$ cat src/rtl/arcadia_hit_pkg.sv
// Shared types for the region hit driver.
//  hit_cmd_t   : one hit command (core address, pixel-region address, hitmap)
//  drv_state_t : pulse driver FSM states
// Widths follow the ARCADIA core geometry macros; defaults apply when the
// project-wide defines are not present.

`ifndef ARCADIA_CORE_PRS
`define ARCADIA_CORE_PRS 16
`endif
`ifndef ARCADIA_PR_DATA_BITS
`define ARCADIA_PR_DATA_BITS 16
`endif
`ifndef ARCADIA_CORE_ADDRESS_BITS
`define ARCADIA_CORE_ADDRESS_BITS 4
`endif

package arcadia_hit_pkg;

  localparam int CORE_PRS          = `ARCADIA_CORE_PRS;
  localparam int PR_DATA_BITS      = `ARCADIA_PR_DATA_BITS;
  localparam int CORE_ADDRESS_BITS = `ARCADIA_CORE_ADDRESS_BITS;
  localparam int PR_ADDRESS_BITS   = $clog2(CORE_PRS);

  typedef struct packed {
    logic [CORE_ADDRESS_BITS-1:0] core_address;
    logic [PR_ADDRESS_BITS-1:0]   pr_address;
    logic [PR_DATA_BITS-1:0]      hitmap;
  } hit_cmd_t;

  typedef enum logic [1:0] {
    IDLE,
    LOAD,
    ASSERT,
    GAP
  } drv_state_t;

endpackage

$ cat src/rtl/hit_cmd_fifo.sv
// Synchronous FIFO of hit commands.
//  clk, reset_n : clock, async active-low reset (pointers only)
//  push, push_data : write one entry (ignored when full)
//  pop,  pop_data  : read one entry (ignored when empty); pop_data shows the head
//  full, empty     : occupancy flags from extra-MSB pointer compare
//  level           : number of stored entries

module hit_cmd_fifo
  import arcadia_hit_pkg::*;
#(
  parameter int DEPTH = 4
) (
  input  logic                   clk,
  input  logic                   reset_n,
  input  logic                   push,
  input  hit_cmd_t               push_data,
  input  logic                   pop,
  output hit_cmd_t               pop_data,
  output logic                   full,
  output logic                   empty,
  output logic [$clog2(DEPTH):0] level
);

  localparam int AW = $clog2(DEPTH);

  hit_cmd_t       mem [DEPTH];
  logic [AW:0]    wr_ptr;
  logic [AW:0]    rd_ptr;
  logic           do_push;
  logic           do_pop;

  assign do_push = push && !full;
  assign do_pop  = pop && !empty;

  // NOTE: storage has no reset; a slot is never read before the pointers say
  // it was written, so clearing it would only cost reset fan-out.
  always_ff @(posedge clk) begin
    if (do_push) mem[wr_ptr[AW-1:0]] <= push_data;
  end

  // NOTE: all state updates use non-blocking assignments so every register
  // samples the pre-edge values, independent of statement order.
  always_ff @(posedge clk or negedge reset_n) begin
    if (!reset_n) begin
      wr_ptr <= '0;
      rd_ptr <= '0;
    end else begin
      if (do_push) wr_ptr <= wr_ptr + (AW+1)'(1);
      if (do_pop)  rd_ptr <= rd_ptr + (AW+1)'(1);
    end
  end

  // Pointers carry one extra wrap bit: equal -> empty, only wrap bit differs -> full.
  assign empty    = (wr_ptr == rd_ptr);
  assign full     = (wr_ptr[AW] != rd_ptr[AW]) && (wr_ptr[AW-1:0] == rd_ptr[AW-1:0]);
  assign level    = wr_ptr - rd_ptr;
  assign pop_data = mem[rd_ptr[AW-1:0]];

endmodule

$ cat src/rtl/region_hit_driver.sv
// Drives one core's region_hitmap inputs as timed pulses from queued hit commands.
//  clk, reset_n       : clock, async active-low reset
//  cfg_core_address   : address of the driven core; other cores' commands are dropped
//  cfg_pulse_len      : pulse length in cycles (0 behaves as 1), sampled at pulse start
//  hit_valid/ready    : command handshake; hit_ready = !full, no path from hit_valid
//  hit_core_address, hit_pr_address, hit_hitmap : command payload
//  region_hitmap      : registered per-region hitmaps
//  busy               : commands pending or a pulse sequence in progress
//  drop_count         : saturating count of discarded commands

module region_hit_driver
  import arcadia_hit_pkg::*;
#(
  parameter int FIFO_DEPTH = 4,
  parameter int PULSE_BITS = 8
) (
  input  logic                                   clk,
  input  logic                                   reset_n,
  input  logic [CORE_ADDRESS_BITS-1:0]           cfg_core_address,
  input  logic [PULSE_BITS-1:0]                  cfg_pulse_len,
  input  logic                                   hit_valid,
  output logic                                   hit_ready,
  input  logic [CORE_ADDRESS_BITS-1:0]           hit_core_address,
  input  logic [PR_ADDRESS_BITS-1:0]             hit_pr_address,
  input  logic [PR_DATA_BITS-1:0]                hit_hitmap,
  output logic [CORE_PRS-1:0][PR_DATA_BITS-1:0]  region_hitmap,
  output logic                                   busy,
  output logic [7:0]                             drop_count
);

  localparam int CNT_W = $clog2(FIFO_DEPTH) + 1;

  hit_cmd_t                              in_cmd;
  hit_cmd_t                              out_cmd;
  logic                                  push, pop, full, empty;
  logic [CNT_W-1:0]                      level;
  logic                                  ready_en, accept, keep, load_done;
  drv_state_t                            state;
  logic [CNT_W-1:0]                      pop_count;
  logic [PULSE_BITS-1:0]                 pulse_cnt;
  logic [CORE_PRS-1:0][PR_DATA_BITS-1:0] shadow;
  logic [CORE_PRS-1:0][PR_DATA_BITS-1:0] shadow_merged;
  logic                                  unused_core;

  // ready_en keeps hit_ready low while reset is asserted.
  always_ff @(posedge clk or negedge reset_n) begin
    if (!reset_n) ready_en <= 1'b0;
    else          ready_en <= 1'b1;
  end

  assign hit_ready = ready_en && !full;
  assign accept    = hit_valid && hit_ready;
  // Commands for another core, out-of-range regions or empty hitmaps are
  // acknowledged but never queued.
  assign keep      = (hit_core_address == cfg_core_address)
                  && (int'(hit_pr_address) < CORE_PRS)
                  && (hit_hitmap != '0);
  assign push      = accept && keep;

  assign in_cmd.core_address = hit_core_address;
  assign in_cmd.pr_address   = hit_pr_address;
  assign in_cmd.hitmap       = hit_hitmap;

  hit_cmd_fifo #(.DEPTH(FIFO_DEPTH)) u_fifo (
    .clk       (clk),
    .reset_n   (reset_n),
    .push      (push),
    .push_data (in_cmd),
    .pop       (pop),
    .pop_data  (out_cmd),
    .full      (full),
    .empty     (empty),
    .level     (level)
  );

  // The core address has done its job at the filter.
  assign unused_core = ^out_cmd.core_address;

  // LOAD is only entered or held with a non-empty FIFO, so it pops every cycle.
  assign pop = (state == LOAD) && !empty;

  // LOAD ends on the FIFO_DEPTH-th pop or when this pop drains the FIFO.
  assign load_done = (pop_count == CNT_W'(FIFO_DEPTH - 1))
                  || ((level == CNT_W'(1)) && !push);

  // NOTE: default assignment first so every path drives shadow_merged and no
  // latch is inferred.
  always_comb begin
    shadow_merged = shadow;
    if (pop) shadow_merged[out_cmd.pr_address] = shadow[out_cmd.pr_address] | out_cmd.hitmap;
  end

  always_ff @(posedge clk or negedge reset_n) begin
    if (!reset_n) begin
      state         <= IDLE;
      pop_count     <= '0;
      pulse_cnt     <= '0;
      shadow        <= '0;
      region_hitmap <= '0;
    end else begin
      unique case (state)
        IDLE: begin
          if (!empty) begin
            state     <= LOAD;
            pop_count <= '0;
          end
        end
        LOAD: begin
          shadow    <= shadow_merged;
          pop_count <= pop_count + CNT_W'(1);
          if (load_done) begin
            // The merged map goes straight to the output so the pulse starts
            // on the first ASSERT cycle.
            state         <= ASSERT;
            region_hitmap <= shadow_merged;
            pulse_cnt     <= (cfg_pulse_len == '0) ? '0 : cfg_pulse_len - PULSE_BITS'(1);
          end
        end
        ASSERT: begin
          if (pulse_cnt == '0) begin
            state         <= GAP;
            region_hitmap <= '0;
            shadow        <= '0;
          end else begin
            pulse_cnt <= pulse_cnt - PULSE_BITS'(1);
          end
        end
        GAP: begin
          pop_count <= '0;
          state     <= empty ? IDLE : LOAD;
        end
        default: state <= IDLE;
      endcase
    end
  end

  always_ff @(posedge clk or negedge reset_n) begin
    if (!reset_n)                           drop_count <= '0;
    else if (accept && !keep && drop_count != 8'hFF) drop_count <= drop_count + 8'd1;
  end

  assign busy = !empty || (state != IDLE);

endmodule

$ cat config.mk
export PLATFORM = sky130hd
export DESIGN_NAME = region_hit_driver
export DESIGN_NICKNAME = d
export VERILOG_FILES = /design/src/rtl/arcadia_hit_pkg.sv /design/src/rtl/hit_cmd_fifo.sv /design/src/rtl/region_hit_driver.sv
export SDC_FILE = /design/constraint.sdc
export NUM_CORES = 1
export LEC_CHECK = 0
export CAP_MARGIN = 20
export CORE_MARGIN = 2
export CORE_UTILIZATION = 58
export DETAILED_ROUTE_END_ITERATION = 16
export PLACE_DENSITY = 0.85
export RECOVER_POWER = 100
export SLEW_MARGIN = 15
export SYNTH_ARGS = -nofsm -noshare
export SYNTH_HDL_FRONTEND = slang
export SYNTH_SLANG_ARGS = --single-unit
$ cat constraint.sdc
create_clock -name clk -period 4.3 [get_ports clk]
set_input_delay 0.86 -clock clk [delete_from_list [all_inputs] [get_ports clk]]
set_output_delay 0.86 -clock clk [all_outputs]
set_load 0.01 [all_outputs]
==> results of run 1 <==
==> flip-flops by register name, indices dropped and copies added, names as in the netlist <==
name / cells
state: 2
pop_count: 3
u_fifo.wr_ptr: 3
drop_count: 8
u_fifo.mem: 80
ready_en: 1
pulse_cnt: 8
u_fifo.rd_ptr: 3
region_hitmap: 256
shadow: 256
==> final cells by class <==
cell class	count	area share [%]
Clock buffer	96	5.29
Antenna cell	1	0.00688
Inverter	19	0.200
Timing Repair Buffer	411	10.8
Multi-Input combinational cell	2040	36.7
Clock inverter	21	0.878
Tap cell	680	2.34
Sequential cell	620	43.8
==> cell families after synthesis <==
family,count (synthesis)
fa+ha+maj,20
other cells,1
xor+xnor,24
mux,331
buf+inv,277
flops,620
compound gates,839
simple gates,825
==> worst paths after layout <==
check                      slack, ns                      startpoint                             end  depth (start not counted)
min reg2reg                     0.47  region_hitmap[198]$_DFFE_PN0P_  region_hitmap[198]$_DFFE_PN0P_                          2
min in group asynchronous       1.20                         reset_n          shadow[89]$_DFFE_PN0P_                          1
max in group asynchronous       0.79                         reset_n         shadow[211]$_DFFE_PN0P_                          2
max reg2reg                     0.21    u_fifo.rd_ptr[0]$_DFFE_PN0P_         shadow[142]$_DFFE_PN0P_                          9
min                             0.47  region_hitmap[198]$_DFFE_PN0P_  region_hitmap[198]$_DFFE_PN0P_                          2
max                             0.21    u_fifo.rd_ptr[0]$_DFFE_PN0P_         shadow[142]$_DFFE_PN0P_                          9
==> metal layers <==
layer  share of wire, %  global-route usage [%]  routed length (um)
met1                 37                    48.8               37800
met2                 45                    57.3               46200
met3                 11                    9.46               11300
met4                6.7                    24.0                6890
met5              0.011                       0                  11
==> stage by stage <==
step           instances  area (um^2)
2_1_floorplan       2937        30300
3_3_place_gp        3770        34300
3_5_place_dp        3770        34300
4_1_cts             3887        36500
5_1_grt             3887        36300
6_report            3888        36300
==> power breakdown <==
| group | internal, mW | switching [mW] | total [mW] |
|---|---|---|---|
| clock network | 3.45 | 2.47 | 5.92 |
| logic | 6.30 | 9.65 | 15.9 |
| registers | 8.39 | 2.20 | 10.6 |
==> Yosys cell counts, types with 4 or more instances <==
master    number  area, um^2
dfrtp_1      540       13500
a211oi_1      40         300
nand4_1        9        56.3
nor3_1        11        55.1
a21oi_2        4        35.0
or2_2         34         213
xor2_1         5        43.8
ha_1          19         238
clkbuf_1     181         679
nand3_1       59         295
or2_1         13        81.3
nor2_1       124         465
xnor2_1       19         166
mux2_2        19         214
o22a_1        32         280
buf_6          5        56.3
mux4_2         4        90.1
o21ai_0      193         966
o211ai_1      97         728
o21a_1         9        67.6
nor4_2         5        62.6
and2_1         6        37.5
a221o_1        5        50.1
nand2_1      428        1610
o21ai_1       35         175
nand2b_1       6        37.5
mux2i_1      308        3080
o41ai_1      109         955
a21oi_1      183         916
buf_2         49         245
nor3b_1      100         751
o31ai_1      113         848
buf_1         21        78.8
or4_1          4        30.0
edfxtp_1      80        2400
nor4_1        11        68.8
inv_1         18        67.6
==> worst min-delay path, stage by stage (launching register included) <==
cell and delay, ns:
dfrtp_1 0.34, nand2_1 0.05, o41ai_1 0.05
==> load_flow_metrics.sql, run 1 <==
INSERT INTO impl_metrics (metric_group, metric, value, unit) VALUES
('die', 'die_x', '233', 'um'),
('global_routing', 'gr-usage-all-layers', '37.8', '%'),
('global_routing', 'grt_pass1_vias', '25600', ''),
('yosys', 'yosys.area_share.simple', '12.9', '%'),
('routing', 'drc_errors', '0', ''),
('clocking', 'cts.root.buffer_cell', 'clkbuf_16', ''),
('die', 'core_area', '51500', 'um^2'),
('clocking', 'cts_setup_buffers', '0', ''),
('die', 'std_cell_rows', '83', ''),
('power_and_ir_drop', 'p_leak', '14.8', 'nW'),
('yosys', 'synth_area_in_compound_gates', '18.1', '%'),
('status', 'status', 'finished with violations', ''),
('status', 'failed_checks', 'max-capacitance violations, max-slew violations', ''),
('timing', 'setup_viol', '0', ''),
('flow_run', 'max_cap_check_violation_count', '1', ''),
('die', 'die_h', '233', 'um'),
('cells_and_area', 'final_layout_size_suffix_gt1_share', '8.76', '%'),
('placement', 'portBuffers', '304', ''),
('yosys', 'post_synth_instance_area', '30300', 'um^2'),
('clocking', 'tritoncts', 'built', ''),
('timing', 'fin_crit_sh', '95.2', '%'),
('yosys', 'synth_seq_cells', '620', ''),
('yosys', 'synth.mux.area_fraction', '11.2', '%'),
('clocking', 'holdBufCountCts', '0', ''),
('yosys', 'synth_ff_type', 'dfrtp_1', ''),
('critical_path', 'worst_path_max_delay_cell', 'mux4_4', ''),
('timing', 'setup_total_negative_slack', '0', 'ns'),
('global_routing', 'wire_length_of_the_first_global_routing_pass', '155000', 'um'),
('clocking', 'clk_transition_reported_paths', '0.06', 'ns'),
('clocking', 'cts_sinks', '620', ''),
('critical_path', 'worst_ep_required_time', '4.76', 'ns'),
('placement', 'gp_routability_congestion', '0.974', ''),
('yosys', 'main_combinational_cell_family_by_area_after_synthesis', 'compound AO/OA/AOI/OAI gates', ''),
('clocking', 'cts-htree-levels', '3', ''),
('cells_and_area', 'finish.net_count', '3217', ''),
('power_and_ir_drop', 'cell_area_power_density', '893', 'nW/um^2'),
('critical_path', 'worst_path_dominant_cell_family', 'multiplexers', ''),
('yosys', 'synthesis.instances', '2937', ''),
('critical_path', 'start_kind', 'flip-flop', ''),
('critical_path', 'timing.critical_path.buf_inv', '3', ''),
('routing', 'dr.first_iter.drc_count', '3860', ''),
('yosys', 'synth-edff-count', '80', ''),
('clocking', 'cts.path.max_buffers', '3', ''),
('die', 'die_area', '54100', 'um^2'),
('routing', 'totalWireLength', '102000', 'um'),
('timing', 'hold_ws', '0.469', 'ns'),
('timing', 'layout_setup_ws', '0.207', 'ns'),
('yosys', 'synthXorXnorAreaFrac', '0.693', '%'),
('cells_and_area', 'top_library_cells_by_usage_in_the_layout_fill_and_taps_aside', 'dfrtp_1, nand2_1, mux2i_1', ''),
('yosys', 'syn_area_per_cell', '10.3', 'um^2'),
('placement', 'dp_hpwl', '68300', 'um'),
('timing', 'final_max_slew_viol_count', '98', ''),
('clocking', 'post_cts.resized_instances', '0', ''),
('clocking', 'cts-buffers-inserted', '66', ''),
('timing', 'max_clock_freq', '244', 'MHz'),
('routing', 'detail_route.wl_per_cell', '26.3', 'um'),
('critical_path', 'cp.arrival', '4.56', 'ns'),
('cells_and_area', 'layout.cells.most_common', 'dfrtp_1', ''),
('cells_and_area', 'multi_input_area', '13300', 'um^2'),
('critical_path', 'critical_path.endpoint_type', 'flip-flop', ''),
('yosys', 'adder_cell_area_share_of_the_yosys_netlist', '0.850', '%'),
('clocking', 'clock_latency', '0.62', 'ns'),
('critical_path', 'crit_type', 'flip-flop to flip-flop', ''),
('timing', 'unrepaired_setup_endpoints_after_global_routing', 'no', ''),
('routing', 'detail-route-antenna-nets', '0', ''),
('cells_and_area', 'fill_cells', '3697', ''),
('placement', 'setup_slack_at_placement', '0.316', 'ns'),
('routing', 'post_drt_via_cell_ratio', '6.76', ''),
('global_routing', 'grt_antenna_before_repair', '4', ''),
('timing', 'post-route-min-period', '4.09', 'ns'),
('critical_path', 'worst-path-max-fanout', '64', '');
No activity file was read; power rests on OpenSTA's default activity.
==> run 2, diff against run 1 <==
--- a/config.mk
+++ b/config.mk
@@ -6,6 +6,7 @@
 export NUM_CORES = 1
 export LEC_CHECK = 0
 export CAP_MARGIN = 20
+export CORE_ASPECT_RATIO = 1.1
 export CORE_MARGIN = 2
 export CORE_UTILIZATION = 58
 export DETAILED_ROUTE_END_ITERATION = 16
==> run 2 against run 1 <==
Critical path type unchanged. Largest cell class unchanged. Register-to-register slack worse by 0.12 ns. Core utilization decreased by 0.62 points. Setup slack lost 0.12 ns. Critical endpoint is now shadow[72]$_DFFE_PN0P_. Power is 0.45% lower. The run still ends with max-capacitance violations, max-slew violations left. Non-clock buffer count is 9 lower.
==> load_flow_metrics.sql, run 2 (synthesized netlist as in run 1, its figures left out) <==
INSERT INTO impl_metrics (metric_group, metric, value, unit) VALUES
('die', 'floorplan.initialDensity', '58.9', '%'),
('critical_path', 'crit_type', 'flip-flop to flip-flop', ''),
('routing', 'post_drt_via_cell_ratio', '6.87', ''),
('clocking', 'post_cts.resized_instances', '0', ''),
('routing', 'via_count', '26600', ''),
('status', 'failed_checks', 'max-capacitance violations, max-slew violations', ''),
('die', 'top_level_ports', '305', ''),
('power_and_ir_drop', 'cell_area_power_density', '897', 'nW/um^2'),
('cells_and_area', 'design_area', '36000', 'um^2'),
('timing', 'timing.clock.skew', '0.0183', 'ns'),
('status', 'status', 'finished with violations', ''),
('clocking', 'clock_latency', '0.62', 'ns'),
('cells_and_area', 'area.growth.synth_to_final', '18.8', '%'),
('global_routing', 'grt_pass1_vias', '26100', ''),
('timing', 'post-route-min-period', '4.22', 'ns'),
('die', 'core_area', '51500', 'um^2'),
('power_and_ir_drop', 'p_leak', '14.7', 'nW'),
('die', 'die_h', '244', 'um'),
('flow_run', 'max_cap_check_violation_count', '2', ''),
('routing', 'totalWireLength', '106000', 'um'),
('timing', 'worst_slew_margin_rel', '-88.7', '%'),
('timing', 'fin_crit_sh', '98.1', '%'),
('placement', 'placed_cell_area', '34200', 'um^2'),
('power_and_ir_drop', 'power_frac_clock', '17.7', '%'),
('timing', 'tightestPinTransition', '2.83', 'ns'),
('critical_path', 'start_kind', 'flip-flop', ''),
('critical_path', 'worst-path-max-fanout', '35', ''),
('power_and_ir_drop', 'vdd.ir_drop.worst', '0.633', 'mV'),
('die', 'die_area', '54100', 'um^2'),
('clocking', 'cts.root.buffer_cell', 'clkbuf_16', ''),
('placement', 'gp_routability_congestion', '0.941', ''),
('timing', 'final_max_slew_viol_count', '185', ''),
('clocking', 'holdBufCountCts', '0', ''),
('timing', 'setup_total_negative_slack', '0', 'ns'),
('clocking', 'cts-buffers-inserted', '66', ''),
('clocking', 'cts_setup_buffers', '0', ''),
('clocking', 'tritoncts', 'built', ''),
('power_and_ir_drop', 'power.share.combinational', '49.2', '%'),
('timing', 'setup_viol', '0', ''),
('critical_path', 'critical_path.endpoint_type', 'flip-flop', ''),
('die', 'die_x', '222', 'um'),
('power_and_ir_drop', 'power.share.sequential', '33.1', '%'),
('cells_and_area', 'antenna_cells', '0', ''),
('routing', 'detail_route.wl_per_cell', '27.5', 'um'),
('timing', 'max_clock_freq', '237', 'MHz'),
('cells_and_area', 'fill_cells', '3752', ''),
('global_routing', 'grt.overflow.total', '0', ''),
('cells_and_area', 'finish.net_count', '3208', ''),
('routing', 'detailedRoute.firstPassIterationCount', '6', ''),
('placement', 'dp_hpwl', '71600', 'um'),
('die', 'std_cell_rows', '87', ''),
('power_and_ir_drop', 'swShare', '44.4', '%'),
('power_and_ir_drop', 'internal_power', '18.0', 'mW'),
('critical_path', 'worst_ep_required_time', '4.75', 'ns'),
('clocking', 'cts_sinks', '620', ''),
('clocking', 'clk_transition_reported_paths', '0.06', 'ns'),
('timing', 'finalHoldViolCount', '0', ''),
('global_routing', 'gr-usage-all-layers', '38.8', '%'),
('cells_and_area', 'final_layout_size_suffix_gt1_share', '8.20', '%'),
('placement', 'portBuffers', '304', ''),
('min_path', 'worst_hold_class', 'flip-flop to flip-flop', ''),
('global_routing', 'wire_length_of_the_first_global_routing_pass', '159000', 'um'),
('timing', 'hold_ws', '0.478', 'ns'),
('routing', 'dr.first_iter.drc_count', '3800', ''),
('routing', 'drc_errors', '0', ''),
('routing', 'detail-route-antenna-nets', '0', ''),
('critical_path', 'cp.arrival', '4.67', 'ns'),
('global_routing', 'grt_antenna_before_repair', '4', ''),
('global_routing', 'grt_start_max_net_pins', '236', ''),
('clocking', 'cts-htree-levels', '3', ''),
('timing', 'unrepaired_setup_endpoints_after_global_routing', 'no', ''),
('cells_and_area', 'layout.cells.most_common', 'dfrtp_1', ''),
('power_and_ir_drop', 'power.switching', '14.3', 'mW'),
('clocking', 'cts.path.max_buffers', '3', ''),
('cells_and_area', 'top_library_cells_by_usage_in_the_layout_fill_and_taps_aside', 'dfrtp_1, nand2_1, mux2i_1', '');
==> run 2: changes by cell type in the layout (fill, tap and decap cells not counted), moves of 6 or more <==
| cell | previous run | this run |
|---|---|---|
| buf_4 | 67 | 48 |
| clkbuf_2 | 15 | 23 |
| clkbuf_1 | 25 | 32 |
| clkbuf_16 | 66 | 73 |
| buf_12 | 14 | 8 |
| clkbuf_4 | 1 | 7 |
| clkbuf_8 | 16 | 10 |
==> run 2: metal layers <==
| layer | part of all wire (%) | GRT usage, % | vias to the layer above |
|---|---|---|---|
| met5 | 0.035 | 0 | - |
| met4 | 9.1 | 30.3 | 6 |
| met3 | 10 | 8.14 | 458 |
| met2 | 45 | 59.1 | 1925 |
| met1 | 36 | 48.5 | 13000 |
| li1 | - | - | 11200 |
==> run 2: power groups by stage <==
stage | logic, mW | clock network [mW] | registers, mW
after floorplan | 9.41 | 0 | 10.3
after global placement | 15.5 | 0 | 10.6
after detailed placement | 16.0 | 0 | 10.7
after CTS | 16.2 | 5.72 | 10.6
after global routing | 16.9 | 5.96 | 10.8
final | 15.9 | 5.71 | 10.7
==> run 2: cell type report <==
| cell class | instances | area (um^2) | area share [%] |
|---|---|---|---|
| Sequential cell | 620 | 15900 | 44.2 |
| Multi-Input combinational cell | 2040 | 13300 | 36.8 |
| Timing Repair Buffer | 402 | 3790 | 10.5 |
| Clock buffer | 104 | 2050 | 5.68 |
| Tap cell | 667 | 835 | 2.32 |
| Clock inverter | 12 | 88.8 | 0.247 |
| Inverter | 19 | 72.6 | 0.202 |
==> run 2: through the flow <==
step | instances | utilization (%) | total power [mW] | setup WS, ns
final | 3864 | 69.9 | 32.3 | 0.0827
after global routing | 3864 | 69.9 | 33.7 | 0.0746
after CTS | 3863 | 70.5 | 32.5 | 0.470
after detailed placement | 3747 | 66.4 | 26.7 | 0.317
after global placement | 3747 | 66.4 | 26.1 | 0.405
after floorplan | 2937 | - | 19.7 | 0.435
==> run 2: critical path, cell delays in order (launching register included) <==
cell	delay (ns)
dfrtp_1	0.55
mux4_4	0.72
buf_4	0.36
mux2i_1	0.69
mux2i_1	0.15
o22a_1	0.48
a21oi_1	0.23
clkbuf_2	0.59
o21ai_0	0.22
==> run 2: path summary, 6_finish.rpt <==
path                       cells past startpoint  slack [ns]                        endpoint                      startpoint
min reg2reg                                    2        0.48  region_hitmap[196]$_DFFE_PN0P_  region_hitmap[196]$_DFFE_PN0P_
max in group asynchronous                      2        0.75           shadow[3]$_DFFE_PN0P_                         reset_n
max                                            8        0.08          shadow[72]$_DFFE_PN0P_    u_fifo.rd_ptr[0]$_DFFE_PN0P_
min in group asynchronous                      1        1.12   region_hitmap[87]$_DFFE_PN0P_                         reset_n
max reg2reg                                    8        0.08          shadow[72]$_DFFE_PN0P_    u_fifo.rd_ptr[0]$_DFFE_PN0P_
min                                            2        0.48  region_hitmap[196]$_DFFE_PN0P_  region_hitmap[196]$_DFFE_PN0P_
